[src/rtl/ram_2w1r_if.sv]
// rtl/ram_2w1r_if.sv - write/read port bundle for the dual-write single-read RAM
interface ram_2w1r_if #(
  parameter int DATA_W = 8,
  parameter int ADDR_W = 6
);
  logic              en;
  logic              wr_en1;
  logic [ADDR_W-1:0] wr_addr1;
  logic [DATA_W-1:0] wr_data1;
  logic              wr_en2;
  logic [ADDR_W-1:0] wr_addr2;
  logic [DATA_W-1:0] wr_data2;
  logic              wr_rdy2;
  logic [ADDR_W-1:0] rd_addr;
  logic [DATA_W-1:0] rd_data;
  logic [1:0]        pend_cnt;
  logic              collision;

  modport master (
    output en, wr_en1, wr_addr1, wr_data1, wr_en2, wr_addr2, wr_data2, rd_addr,
    input  wr_rdy2, rd_data, pend_cnt, collision
  );

  modport slave (
    input  en, wr_en1, wr_addr1, wr_data1, wr_en2, wr_addr2, wr_data2, rd_addr,
    output wr_rdy2, rd_data, pend_cnt, collision
  );
endinterface

[src/rtl/ram_2w1r.sv]
// rtl/ram_2w1r.sv - 64x8 RAM, two write ports onto one array write port, port 2 via pending buffer
module ram_2w1r #(
  parameter int DATA_W     = 8,
  parameter int ADDR_W     = 6,
  parameter int DEPTH      = 64,
  parameter int PEND_DEPTH = 2
) (
  input logic      clk,
  input logic      rst,
  ram_2w1r_if.slave bus
);
  localparam logic [1:0] PEND_FULL = 2'(PEND_DEPTH);

  logic [DATA_W-1:0] mem [DEPTH];

  // Pending queue is a shift register: entry 0 is the head (oldest).
  logic [ADDR_W-1:0]     p_addr [PEND_DEPTH];
  logic [DATA_W-1:0]     p_data [PEND_DEPTH];
  logic [PEND_DEPTH-1:0] p_kill;
  logic [1:0]            cnt;

  logic [ADDR_W-1:0]     n_addr [PEND_DEPTH];
  logic [DATA_W-1:0]     n_data [PEND_DEPTH];
  logic [PEND_DEPTH-1:0] n_kill;
  logic [1:0]            n_cnt;

  logic acc1, acc2, coll, pop, direct, push, mem_we;
  logic [ADDR_W-1:0] mem_waddr;
  logic [DATA_W-1:0] mem_wdata;
  logic [DATA_W-1:0] rd_next;
  int                push_idx;

  assign bus.wr_rdy2  = bus.en && !rst && (cnt != PEND_FULL);
  assign bus.pend_cnt = cnt;

  always_comb begin
    acc1     = bus.en && !rst && bus.wr_en1;
    acc2     = bus.wr_en2 && bus.wr_rdy2;
    coll     = acc1 && acc2 && (bus.wr_addr1 == bus.wr_addr2);
    pop      = bus.en && !rst && !bus.wr_en1 && (cnt != 2'd0);
    direct   = acc2 && !bus.wr_en1 && (cnt == 2'd0);
    push     = acc2 && !coll && !direct;
    push_idx = int'(cnt) - (pop ? 1 : 0);

    mem_we    = 1'b0;
    mem_waddr = bus.wr_addr1;
    mem_wdata = bus.wr_data1;
    if (acc1) begin
      mem_we = 1'b1;
    end else if (pop) begin
      // A killed head still consumes the slot but leaves the array alone.
      mem_we    = !p_kill[0];
      mem_waddr = p_addr[0];
      mem_wdata = p_data[0];
    end else if (direct) begin
      mem_we    = 1'b1;
      mem_waddr = bus.wr_addr2;
      mem_wdata = bus.wr_data2;
    end

    for (int i = 0; i < PEND_DEPTH; i++) begin
      n_addr[i] = p_addr[i];
      n_data[i] = p_data[i];
      n_kill[i] = p_kill[i] | (acc1 && (p_addr[i] == bus.wr_addr1));
    end
    if (pop) begin
      for (int i = 0; i < PEND_DEPTH - 1; i++) begin
        n_addr[i] = n_addr[i+1];
        n_data[i] = n_data[i+1];
        n_kill[i] = n_kill[i+1];
      end
      n_kill[PEND_DEPTH-1] = 1'b0;
    end
    if (push) begin
      for (int i = 0; i < PEND_DEPTH; i++) begin
        if (i == push_idx) begin
          n_addr[i] = bus.wr_addr2;
          n_data[i] = bus.wr_data2;
          n_kill[i] = 1'b0;
        end
      end
    end
    n_cnt = cnt - {1'b0, pop} + {1'b0, push};

    // Later entries are newer, so the last match wins.
    rd_next = mem[bus.rd_addr];
    for (int i = 0; i < PEND_DEPTH; i++) begin
      if ((int'(cnt) > i) && !p_kill[i] && (p_addr[i] == bus.rd_addr)) begin
        rd_next = p_data[i];
      end
    end
  end

  always_ff @(posedge clk) begin
    if (mem_we) begin
      mem[mem_waddr] <= mem_wdata;
    end
  end

  always_ff @(posedge clk) begin
    if (rst) begin
      cnt           <= 2'd0;
      p_kill        <= '0;
      bus.rd_data   <= '0;
      bus.collision <= 1'b0;
      for (int i = 0; i < PEND_DEPTH; i++) begin
        p_addr[i] <= '0;
        p_data[i] <= '0;
      end
    end else if (bus.en) begin
      cnt           <= n_cnt;
      p_kill        <= n_kill;
      bus.rd_data   <= rd_next;
      bus.collision <= coll;
      for (int i = 0; i < PEND_DEPTH; i++) begin
        p_addr[i] <= n_addr[i];
        p_data[i] <= n_data[i];
      end
    end else begin
      bus.collision <= 1'b0;
    end
  end
endmodule
[src/flat_wrapper.sv]
// flat-port wrapper written by rule: the top's interface ports become plain ports
module ram_2w1r_flat 
#(
  parameter int DATA_W     = 8,
  parameter int ADDR_W     = 6,
  parameter int DEPTH      = 64,
  parameter int PEND_DEPTH = 2
)
  (clk, rst, bus_en, bus_wr_en1, bus_wr_addr1, bus_wr_data1, bus_wr_en2, bus_wr_addr2, bus_wr_data2, bus_rd_addr, bus_wr_rdy2, bus_rd_data, bus_pend_cnt, bus_collision);
  ram_2w1r_if #(.DATA_W(DATA_W), .ADDR_W(ADDR_W)) bus_i ();
  input logic clk;
  input logic rst;
  input wire logic [$bits(bus_i.en)-1:0] bus_en;
  input wire logic [$bits(bus_i.wr_en1)-1:0] bus_wr_en1;
  input wire logic [$bits(bus_i.wr_addr1)-1:0] bus_wr_addr1;
  input wire logic [$bits(bus_i.wr_data1)-1:0] bus_wr_data1;
  input wire logic [$bits(bus_i.wr_en2)-1:0] bus_wr_en2;
  input wire logic [$bits(bus_i.wr_addr2)-1:0] bus_wr_addr2;
  input wire logic [$bits(bus_i.wr_data2)-1:0] bus_wr_data2;
  input wire logic [$bits(bus_i.rd_addr)-1:0] bus_rd_addr;
  output wire logic [$bits(bus_i.wr_rdy2)-1:0] bus_wr_rdy2;
  output wire logic [$bits(bus_i.rd_data)-1:0] bus_rd_data;
  output wire logic [$bits(bus_i.pend_cnt)-1:0] bus_pend_cnt;
  output wire logic [$bits(bus_i.collision)-1:0] bus_collision;
  assign bus_i.en = bus_en;
  assign bus_i.wr_en1 = bus_wr_en1;
  assign bus_i.wr_addr1 = bus_wr_addr1;
  assign bus_i.wr_data1 = bus_wr_data1;
  assign bus_i.wr_en2 = bus_wr_en2;
  assign bus_i.wr_addr2 = bus_wr_addr2;
  assign bus_i.wr_data2 = bus_wr_data2;
  assign bus_i.rd_addr = bus_rd_addr;
  assign bus_wr_rdy2 = bus_i.wr_rdy2;
  assign bus_rd_data = bus_i.rd_data;
  assign bus_pend_cnt = bus_i.pend_cnt;
  assign bus_collision = bus_i.collision;
  ram_2w1r #(.DATA_W(DATA_W), .ADDR_W(ADDR_W), .DEPTH(DEPTH), .PEND_DEPTH(PEND_DEPTH)) u_core (.clk(clk), .rst(rst), .bus(bus_i));
endmodule
[config.mk]
export PLATFORM = sky130hd
export DESIGN_NAME = ram_2w1r_flat
export DESIGN_NICKNAME = d
export VERILOG_FILES = /design/src/rtl/ram_2w1r_if.sv /design/src/rtl/ram_2w1r.sv /design/src/flat_wrapper.sv
export SDC_FILE = /design/constraint.sdc
export NUM_CORES = 1
export LEC_CHECK = 0
export CORE_MARGIN = 8
export CORE_UTILIZATION = 46
export DETAILED_ROUTE_END_ITERATION = 8
export PLACE_DENSITY_LB_ADDON = 0.3
export SETUP_SLACK_MARGIN = 0.1
export SYNTH_ARGS = -nofsm -noshare
export SYNTH_HDL_FRONTEND = slang
export SYNTH_SLANG_ARGS = --single-unit
[constraint.sdc]
create_clock -name clk -period 5.4 [get_ports clk]
set_clock_uncertainty 0.1 [all_clocks]
set_input_delay 1.62 -clock clk [delete_from_list [all_inputs] [get_ports clk]]
set_output_delay 1.62 -clock clk [all_outputs]
set_load 0.01 [all_outputs]
==> Word-level counts from Yosys, hierarchy flattened <==
Memories as Yosys holds them, arrays and structs flattened.
Index checks and enable logic that the tools add are counted.
{ "classes": {"addsub": 3, "magnitude_cmp": 2, "eq_ne": 7, "n_mux": 35, "bitwise_logic": 7, "n_reduce_logical": 28} }
{ "ops": {"columns": ["operator", "count"], "rows": [
  ["8-bit two-way mux", 10],
  ["6-bit two-way mux", 8],
  ["2-bit by 32-bit == test with 1-bit output, first input constant", 1],
  ["32-bit logical NOT", 1],
  ["3-bit by 32-bit subtractor with 32-bit output", 1],
  ["6-bit == test", 5],
  ["1-bit logical AND", 18],
  ["16-bit two-way mux", 1],
  ["1-bit two-way mux", 13],
  ["12-bit two-way mux", 1],
  ["1-bit logical NOT", 6],
  ["1-bit OR", 6],
  ["2-bit by 1-bit > comparator with 1-bit output, second input constant", 2],
  ["2-bit two-way mux", 2],
  ["2-bit by 1-bit adder with 2-bit output", 1],
  ["2-bit logical NOT", 1],
  ["2-bit inequality test, second input constant", 1],
  ["2-bit nonzero test", 1],
  ["2-bit OR reduction", 1],
  ["2-bit by 1-bit subtractor with 2-bit output", 1],
  ["1-bit inverter", 1]
]} }
{ "word_totals": {"regBits": 13, "mem_bits_rw": 540, "out_inout_bits": 12, "mem_count": 3} }
{ "memory_table": {"columns": ["memory", "depth", "word_bits", "read_ports", "rd_ports_with_merged_regs", "wr", "line", "source"], "rows": [
  ["u_core.mem", 64, 8, 1, 0, 1, "ram_2w1r.sv:14", "logic [DATA_W-1:0] mem [DEPTH];"],
  ["u_core.p_data", 2, 8, 2, 0, 2, "ram_2w1r.sv:18", "logic [DATA_W-1:0] p_data [PEND_DEPTH];"],
  ["u_core.p_addr", 2, 6, 2, 0, 2, "ram_2w1r.sv:17", "logic [ADDR_W-1:0] p_addr [PEND_DEPTH];"]
]} }

==> Longest topological paths before layout <==
Gate-level depths: netlist of run 1.
{ "depth": {"word_depth": 11, "mapped_depth": 12, "ltp_nobuf": 10} }

==> Worst setup path before layout of run 1 <==
OpenSTA, ideal clock, no wires.
{ "synth_timing": {"path_type": "input port to flip-flop", "from": "input rst", "to": "memory u_core.mem[0][0] (data pin)", "setup_time_ns": 0.499, "t_arrival_ns": 4.167, "required_ns": 4.801, "path_slack_ns": 0.634, "cell_stages": 6, "cell_sequence": "clkbuf_1 nor2b_1 nand4b_1 clkbuf_1 o22ai_1 nor2_1"} }
{ "synth_via": {"elab_chain_len": 9, "word_cells_on_any_way": 12, "classes_between": "3 x mux; 9 x reduce/logical"} }
{ "synth_lines": {"columns": ["element", "line", "source"], "rows": [
  ["start: declaration", "flat_wrapper.sv:12", "input logic rst;"],
  ["1-bit logical NOT (*)", "ram_2w1r.sv:33, ram_2w1r.sv:37, ram_2w1r.sv:40", null],
  ["1-bit logical AND (*)", "ram_2w1r.sv:33, ram_2w1r.sv:37, ram_2w1r.sv:40", null],
  ["1-bit logical AND", "ram_2w1r.sv:33", "assign bus.wr_rdy2 = bus.en && !rst && (cnt != PEND_FULL);"],
  ["1-bit logical AND", "ram_2w1r.sv:38", "acc2 = bus.wr_en2 && bus.wr_rdy2;"],
  ["1-bit logical AND (2 in a row)", "ram_2w1r.sv:41", "direct = acc2 && !bus.wr_en1 && (cnt == 2'd0);"],
  ["8-bit two-way mux", "ram_2w1r.sv:55", "end else if (direct) begin"],
  ["8-bit two-way mux", "ram_2w1r.sv:50", "end else if (pop) begin"],
  ["8-bit two-way mux (*)", "ram_2w1r.sv:48", "if (acc1) begin"],
  ["via u_core.mem_wdata[0]", "ram_2w1r.sv:29", "logic [DATA_W-1:0] mem_wdata;"],
  ["end: declaration", "ram_2w1r.sv:14", null]
]} }
Mark *: on every way through the listed nets, which the timed path passes. The rest lies on a longest branch.

==> Worst setup path after layout of run 1 <==
{ "layout_timing": {"from": "input bus_en", "to": "output bus_wr_rdy2"} }
{ "layout_via": {"elab_chain_len": 2} }
{ "layout_lines": {"columns": ["element", "line", "source"], "rows": [
  ["start: declaration", "flat_wrapper.sv:13", "input wire logic [$bits(bus_i.en)-1:0] bus_en;"],
  ["1-bit logical AND (2 in a row)", "ram_2w1r.sv:33", null],
  ["end: declaration", "flat_wrapper.sv:21", "output wire logic [$bits(bus_i.wr_rdy2)-1:0] bus_wr_rdy2;"]
]} }
No other way between the ends.

==> results of run 1 <==
[state kept, by name (all words and copies together), names as in the netlist]
name	cells
u_core.p_addr	12
u_core.p_data	16
u_core.bus.collision	1
u_core.p_kill	2
u_core.bus.rd_data	8
u_core.mem	512
u_core.bus.pend_cnt	2
[worst min-delay path, delay by kind of cell, from the launching register on]
family / cells / cell delay (ps)
AOI/OAI and AO/OA: 1 / 50
DFF: 1 / 320
and+or+nand+nor: 1 / 60
[cells in the final DEF (no fill, tap or decap), drive strengths merged, types with 18 or more instances in the layout]
cell	n
a21oi	18
a22oi	26
and2	18
buf	113
clkbuf	61
clkdlybuf4s50	47
clkinv	26
edfxtp	540
mux2i	71
mux4	105
nand2	71
nor2	119
xnor2	19
[path summary, 6_finish.rpt]
kind | slack (ps) | start | end | cells past startpoint
setup reg to reg | 2250 | u_core.bus.pend_cnt[1] | u_core.mem[50][6] | 6
setup / recovery | 370 | bus_en | bus_wr_rdy2 | 4
hold / removal | 380 | u_core.bus.rd_data[1] | u_core.bus.rd_data[1] | 2
hold reg to reg | 380 | u_core.bus.rd_data[1] | u_core.bus.rd_data[1] | 2
[final cells by class]
| class | count | share of cell area [%] |
|---|---|---|
| multi-input combinational | 642 | 22.6 |
| clock inverter | 40 | 1.80 |
| timing repair buffer | 161 | 5.28 |
| tap | 664 | 3.12 |
| clock buffer | 60 | 5.24 |
| inverter | 11 | 0.155 |
| sequential | 553 | 61.8 |
[cells by family after synthesis]
family	after synthesis	share of synthesized area, %
buffers and inverters	80	2.04
muxes	187	14.4
adders and majority gates	3	0.164
AOI/OAI and AO/OA	148	4.89
DFF	553	72.0
and+or+nand+nor	273	5.38
xor gates and xnor gates	31	1.19
[layer usage]
layer	vias up	part of all wire, %	GRT usage, %
li1	5467	-	-
met1	6655	42	28.5
met2	570	47	31.8
met3	110	7.4	3.43
met4	0	3.2	7.31
met5	-	0	0
[per-stage QoR]
step	util [%]	worst slack (ps)
finish	54.3	372
global route	54.3	306
CTS	54.3	417
detailed placement	50.5	417
global placement	50.5	445
floorplan	-	634
[power breakdown]
part | switching, W | internal, W
clock | 0.00159 | 0.00239
combinational | 0.000381 | 0.000224
sequential | 0.0000286 | 0.00477
total | 0.00200 | 0.00738
==> results.sh, run 1 <==
export IMPL_outcome="finished clean"
export IMPL_synth_edf_count=540
export IMPL_grt_max_degree=65
export IMPL_grt_pass1_vias=12700
export IMPL_maxSlewViolCount=0
export IMPL_multi_input_area_mm2=0.00601
export IMPL_postCtsSetupBuffers=0
export IMPL_synthCells=1275
export IMPL_die_area_mm2=0.0572
export IMPL_worstPathRequired_ps=3680
export IMPL_fin_area_mm2=0.0266
export IMPL_cp_start_kind="primary input"
export IMPL_synth_top_cell_area_share_pct=70.8
export IMPL_floorplan_rows=81
export IMPL_port_buffers=50
export IMPL_nets=1466
export IMPL_insertion_delay_ps=610
export IMPL_finalSetupViolations=0
export IMPL_p_leak_nw=8.85
export IMPL_drv_cap=0
export IMPL_slowest_stage="clkdlybuf4s50_1"
export IMPL_min_period_ps=5030
export IMPL_synth_async_reset_ratio_pct=0
export IMPL_die_w_um=239
export IMPL_nFillCells=3833
export IMPL_vias=12800
export IMPL_ys_warn_count=0
export IMPL_netlist_area_mm2=0.0229
export IMPL_dpl_cell_area_mm2=0.0248
export IMPL_cts_hold_buffers=0
export IMPL_hold_viol=0
export IMPL_overflow=0
export IMPL_crit_chain="clkdlybuf4s50_1, nand2b_1, a21oi_1, clkdlybuf4s50_1"
export IMPL_layout_drive_gt1_share_pct=21.1
export IMPL_grt_util_all_layers_pct=20.3
export IMPL_worstPathMaxFanout=7
export IMPL_dp_hpwl_mm=37.4
export IMPL_firstDrtPassIters=6
export IMPL_cts_resized=0
export IMPL_viasPerCell=6.01
export IMPL_routedWlPerCell_um=27.2
export IMPL_dpl_cell_count=2031
export IMPL_syn_nets=1317
export IMPL_yosys_top_cells_count="edfxtp_1, nor2_1, mux4_2, mux2i_1, nand2_1"
export IMPL_postSynthAreaPerCell_um2=18.0
export IMPL_grt_pass1_wl_mm=85.8
export IMPL_ys_types=61
export IMPL_stdcell_count=2131
export IMPL_htree_levels=2
export IMPL_cp_arrival_ps=3310
export IMPL_initial_utilization_pct=46.7
export IMPL_cts_tree="yes"
export IMPL_numCtsBuffers=55
export IMPL_slew_limit_headroom_pct=34.0
export IMPL_ys_seq_area_share_pct=72.0
export IMPL_synth_top_flop_cell="edfxtp_1"
export IMPL_cts_root_buffer="clkbuf_16"
export IMPL_grt_antenna_before_repair=0
export IMPL_area_growth_pct=16.4
export IMPL_p_total_w=0.00938
export IMPL_path_class="primary input to primary output"
export IMPL_place_congestion=0.922
export IMPL_fin_setup_tns_ps=0
export IMPL_synth_most_common_cell="edfxtp_1"
export IMPL_clockBufferDepth=3
export IMPL_min_path_type="flop to flop"
export IMPL_crit_buf_inv=2
export IMPL_worst_pin_slew_ps=987
export IMPL_ant_nets=0
export IMPL_drt_iter0_markers=1460
export IMPL_synth_top_cell_by_area="edfxtp_1"
export IMPL_synthTopCellsByArea="edfxtp_1, mux4_2, mux2i_1"
export IMPL_drc=0
export IMPL_ys_ff_latch=553
export IMPL_clock_sinks=553
export IMPL_seq_area_mm2=0.0165
export IMPL_clk_pin_slew_worst_paths_ps=60
export IMPL_cpPeakStageDelay_ps=600
export IMPL_min_period_over_period_pct=93.1
export IMPL_critPathCaptureType="primary output"
export IMPL_routed_wl_mm=57.9
export IMPL_whs_ps=377
export IMPL_rsz0062_at_grt="no"
export IMPL_power_density_mw_per_mm2=352
export IMPL_io_pins=51
export IMPL_max_freq_mhz=199
export IMPL_peakVddDrop_v=0.000225
export IMPL_die_y_um=239
export IMPL_core_area_mm2=0.0491
export IMPL_antenna_cells=0
export IMPL_cp_top_family="buffers and inverters"
export IMPL_crit_top_cell="clkdlybuf4s50_1"
No activity file was read; power rests on OpenSTA's default activity.
==> run 2, diff against run 1 <==
--- a/config.mk
+++ b/config.mk
@@ -5,6 +5,7 @@
 export SDC_FILE = /design/constraint.sdc
 export NUM_CORES = 1
 export LEC_CHECK = 0
+export CAP_MARGIN = 10
 export CORE_MARGIN = 8
 export CORE_UTILIZATION = 46
 export DETAILED_ROUTE_END_ITERATION = 8
==> constraint.sdc (replaced) <==
create_clock -name clk -period 5.4 [get_ports clk]
set_clock_uncertainty 0.1 [all_clocks]
set_input_delay 0.81 -clock clk [delete_from_list [all_inputs] [get_ports clk]]
set_output_delay 0.81 -clock clk [all_outputs]
set_load 0.01 [all_outputs]
==> run 2 against run 1 <==
Against the previous run:
- total power down 2.2%
- worst setup slack better by 370 ps
- routed wire length up 0.41%
- clock-buffer cell count up 5
- via count down 2.3%
- largest cell class unchanged
- non-clock buffer count down 67
- first-iteration DRC count up 25%
- design area down 2.4%
- critical path type is now primary input to flop
- cell count down 3.0%
==> results.sh, run 2 (synthesis gave the netlist of run 1 again) <==
export IMPL_outcome="finished clean"
export IMPL_area_growth_pct=13.6
export IMPL_die_area_mm2=0.0572
export IMPL_clockBufferDepth=3
export IMPL_finish_utilization_pct=53.0
export IMPL_routedWlPerCell_um=28.1
export IMPL_cp_start_kind="primary input"
export IMPL_place_congestion=0.940
export IMPL_drc=0
export IMPL_cp_arrival_ps=4780
export IMPL_cpPeakStageDelay_ps=830
export IMPL_largest_register_ffs=512
export IMPL_worstPathMaxFanout=14
export IMPL_worst_pin_slew_ps=1210
export IMPL_nets=1399
export IMPL_port_buffers=50
export IMPL_crit_chain="clkdlybuf4s50_1, nor2b_1, nand4b_1, o221ai_1, and2_1, nand2_1, nor2_1"
export IMPL_slew_limit_headroom_pct=17.0
export IMPL_numCtsBuffers=55
export IMPL_insertion_delay_ps=610
export IMPL_die_w_um=239
export IMPL_reg2regPathDepth=6
export IMPL_postCtsSetupBuffers=0
export IMPL_critPathCaptureType="flop"
export IMPL_core_area_mm2=0.0491
export IMPL_finalSetupViolations=0
export IMPL_maxSlewViolCount=0
export IMPL_layout_common_cells="edfxtp_1, nor2_1, mux4_2"
export IMPL_overflow=0
export IMPL_min_period_over_period_pct=86.2
export IMPL_final_common_cell="edfxtp_1"
export IMPL_firstDrtPassIters=6
export IMPL_power_density_mw_per_mm2=353
export IMPL_grt_pass1_vias=12500
export IMPL_htree_levels=2
export IMPL_slowest_stage="o221ai_1"
export IMPL_min_path_cells=2
export IMPL_vias=12500
export IMPL_antenna_cells=0
export IMPL_clock_sinks=553
export IMPL_grt_pass1_wl_mm=85.5
export IMPL_rsz0062_at_grt="no"
export IMPL_initial_utilization_pct=46.7
export IMPL_max_freq_mhz=215
export IMPL_drv_cap=0
export IMPL_floorplan_rows=81
export IMPL_die_y_um=239
export IMPL_p_total_w=0.00917
export IMPL_viasPerCell=6.05
export IMPL_routed_wl_mm=58.2
export IMPL_cts_hold_buffers=0
export IMPL_grt_util_all_layers_pct=20.3
export IMPL_clk_pin_slew_worst_paths_ps=60
export IMPL_dp_hpwl_mm=37.8
export IMPL_regMostFlops="u_core.mem"
export IMPL_io_pins=51
export IMPL_layout_drive_gt1_share_pct=16.8
export IMPL_path_class="primary input to flop"
export IMPL_cts_resized=0
export IMPL_drt_iter0_markers=1825
export IMPL_min_path_type="flop to flop"
export IMPL_p_leak_nw=8.41
export IMPL_ant_nets=0
export IMPL_grt_antenna_before_repair=0
export IMPL_cts_tree="yes"
export IMPL_min_period_ps=4660
export IMPL_largestRegisters="u_core.mem (512), u_core.p_data (16), u_core.p_addr (12)"
export IMPL_grt_max_degree=80
export IMPL_cts_root_buffer="clkbuf_16"
export IMPL_peakVddDrop_v=0.000247
export IMPL_hold_viol=0
export IMPL_fin_setup_tns_ps=0
export IMPL_worstPathRequired_ps=5520
## run 2: cell count changes in the layout (fill, tap and decap cells not counted), sizes merged
cell      delta
buf         -67
clkinvlp     +4
bufinv       -5
clkinv       +2
inv          -2
clkbuf       +5
## run 2: critical path: cells and delay by family
| kind | cells | cell delay, ps |
|---|---|---|
| AOI/OAI and AO/OA | 1 | 830 |
| buffers and inverters | 1 | 740 |
| and+or+nand+nor | 5 | 2400 |
## run 2: cell type report
type                    count  area (um2)
clock buffers              65        1440
clock inverters            39         357
fillers                  3867       23000
inverters                  11        41.3
multi-input cells         642        6010
flip-flops and latches    553       16500
well taps                 664         831
repair buffers             94         855
## run 2: path summary, 6_finish.rpt
path | from | end | slack (ps)
max | bus_en | u_core.mem[53][6] | 740
min reg2reg | u_core.bus.rd_data[6] | u_core.bus.rd_data[6] | 380
min | u_core.bus.rd_data[6] | u_core.bus.rd_data[6] | 380
max reg2reg | u_core.bus.pend_cnt[1] | u_core.mem[53][6] | 1510
## run 2: per-stage QoR
| stage | worst slack, ps | cell area [um2] | std cells | hold slack, ps |
|---|---|---|---|---|
| 2_1_floorplan | 1440 | 22900 | 1275 | 360 |
| 3_3_place_gp | 455 | 24200 | 1964 | 363 |
| 3_5_place_dp | 266 | 24200 | 1964 | 377 |
| 4_1_cts | 889 | 26000 | 2068 | 385 |
| 5_1_grt | 530 | 26000 | 2068 | 402 |
| 6_report | 744 | 26000 | 2068 | 383 |
## run 2: report_power, final
group	switching, W	internal [W]
logic	0.000382	0.000209
registers	0.0000308	0.00477
clock network	0.00159	0.00218
total	0.00201	0.00717
## run 2: metal layers
layer / wire length (um) / vias to the layer above / GRT usage, %
li1: - / 5335 / -
met1: 24300 / 6394 / 28.4
met2: 27000 / 659 / 31.7
met3: 5190 / 114 / 4.48
met4: 1630 / 0 / 5.88
met5: 0 / - / 0
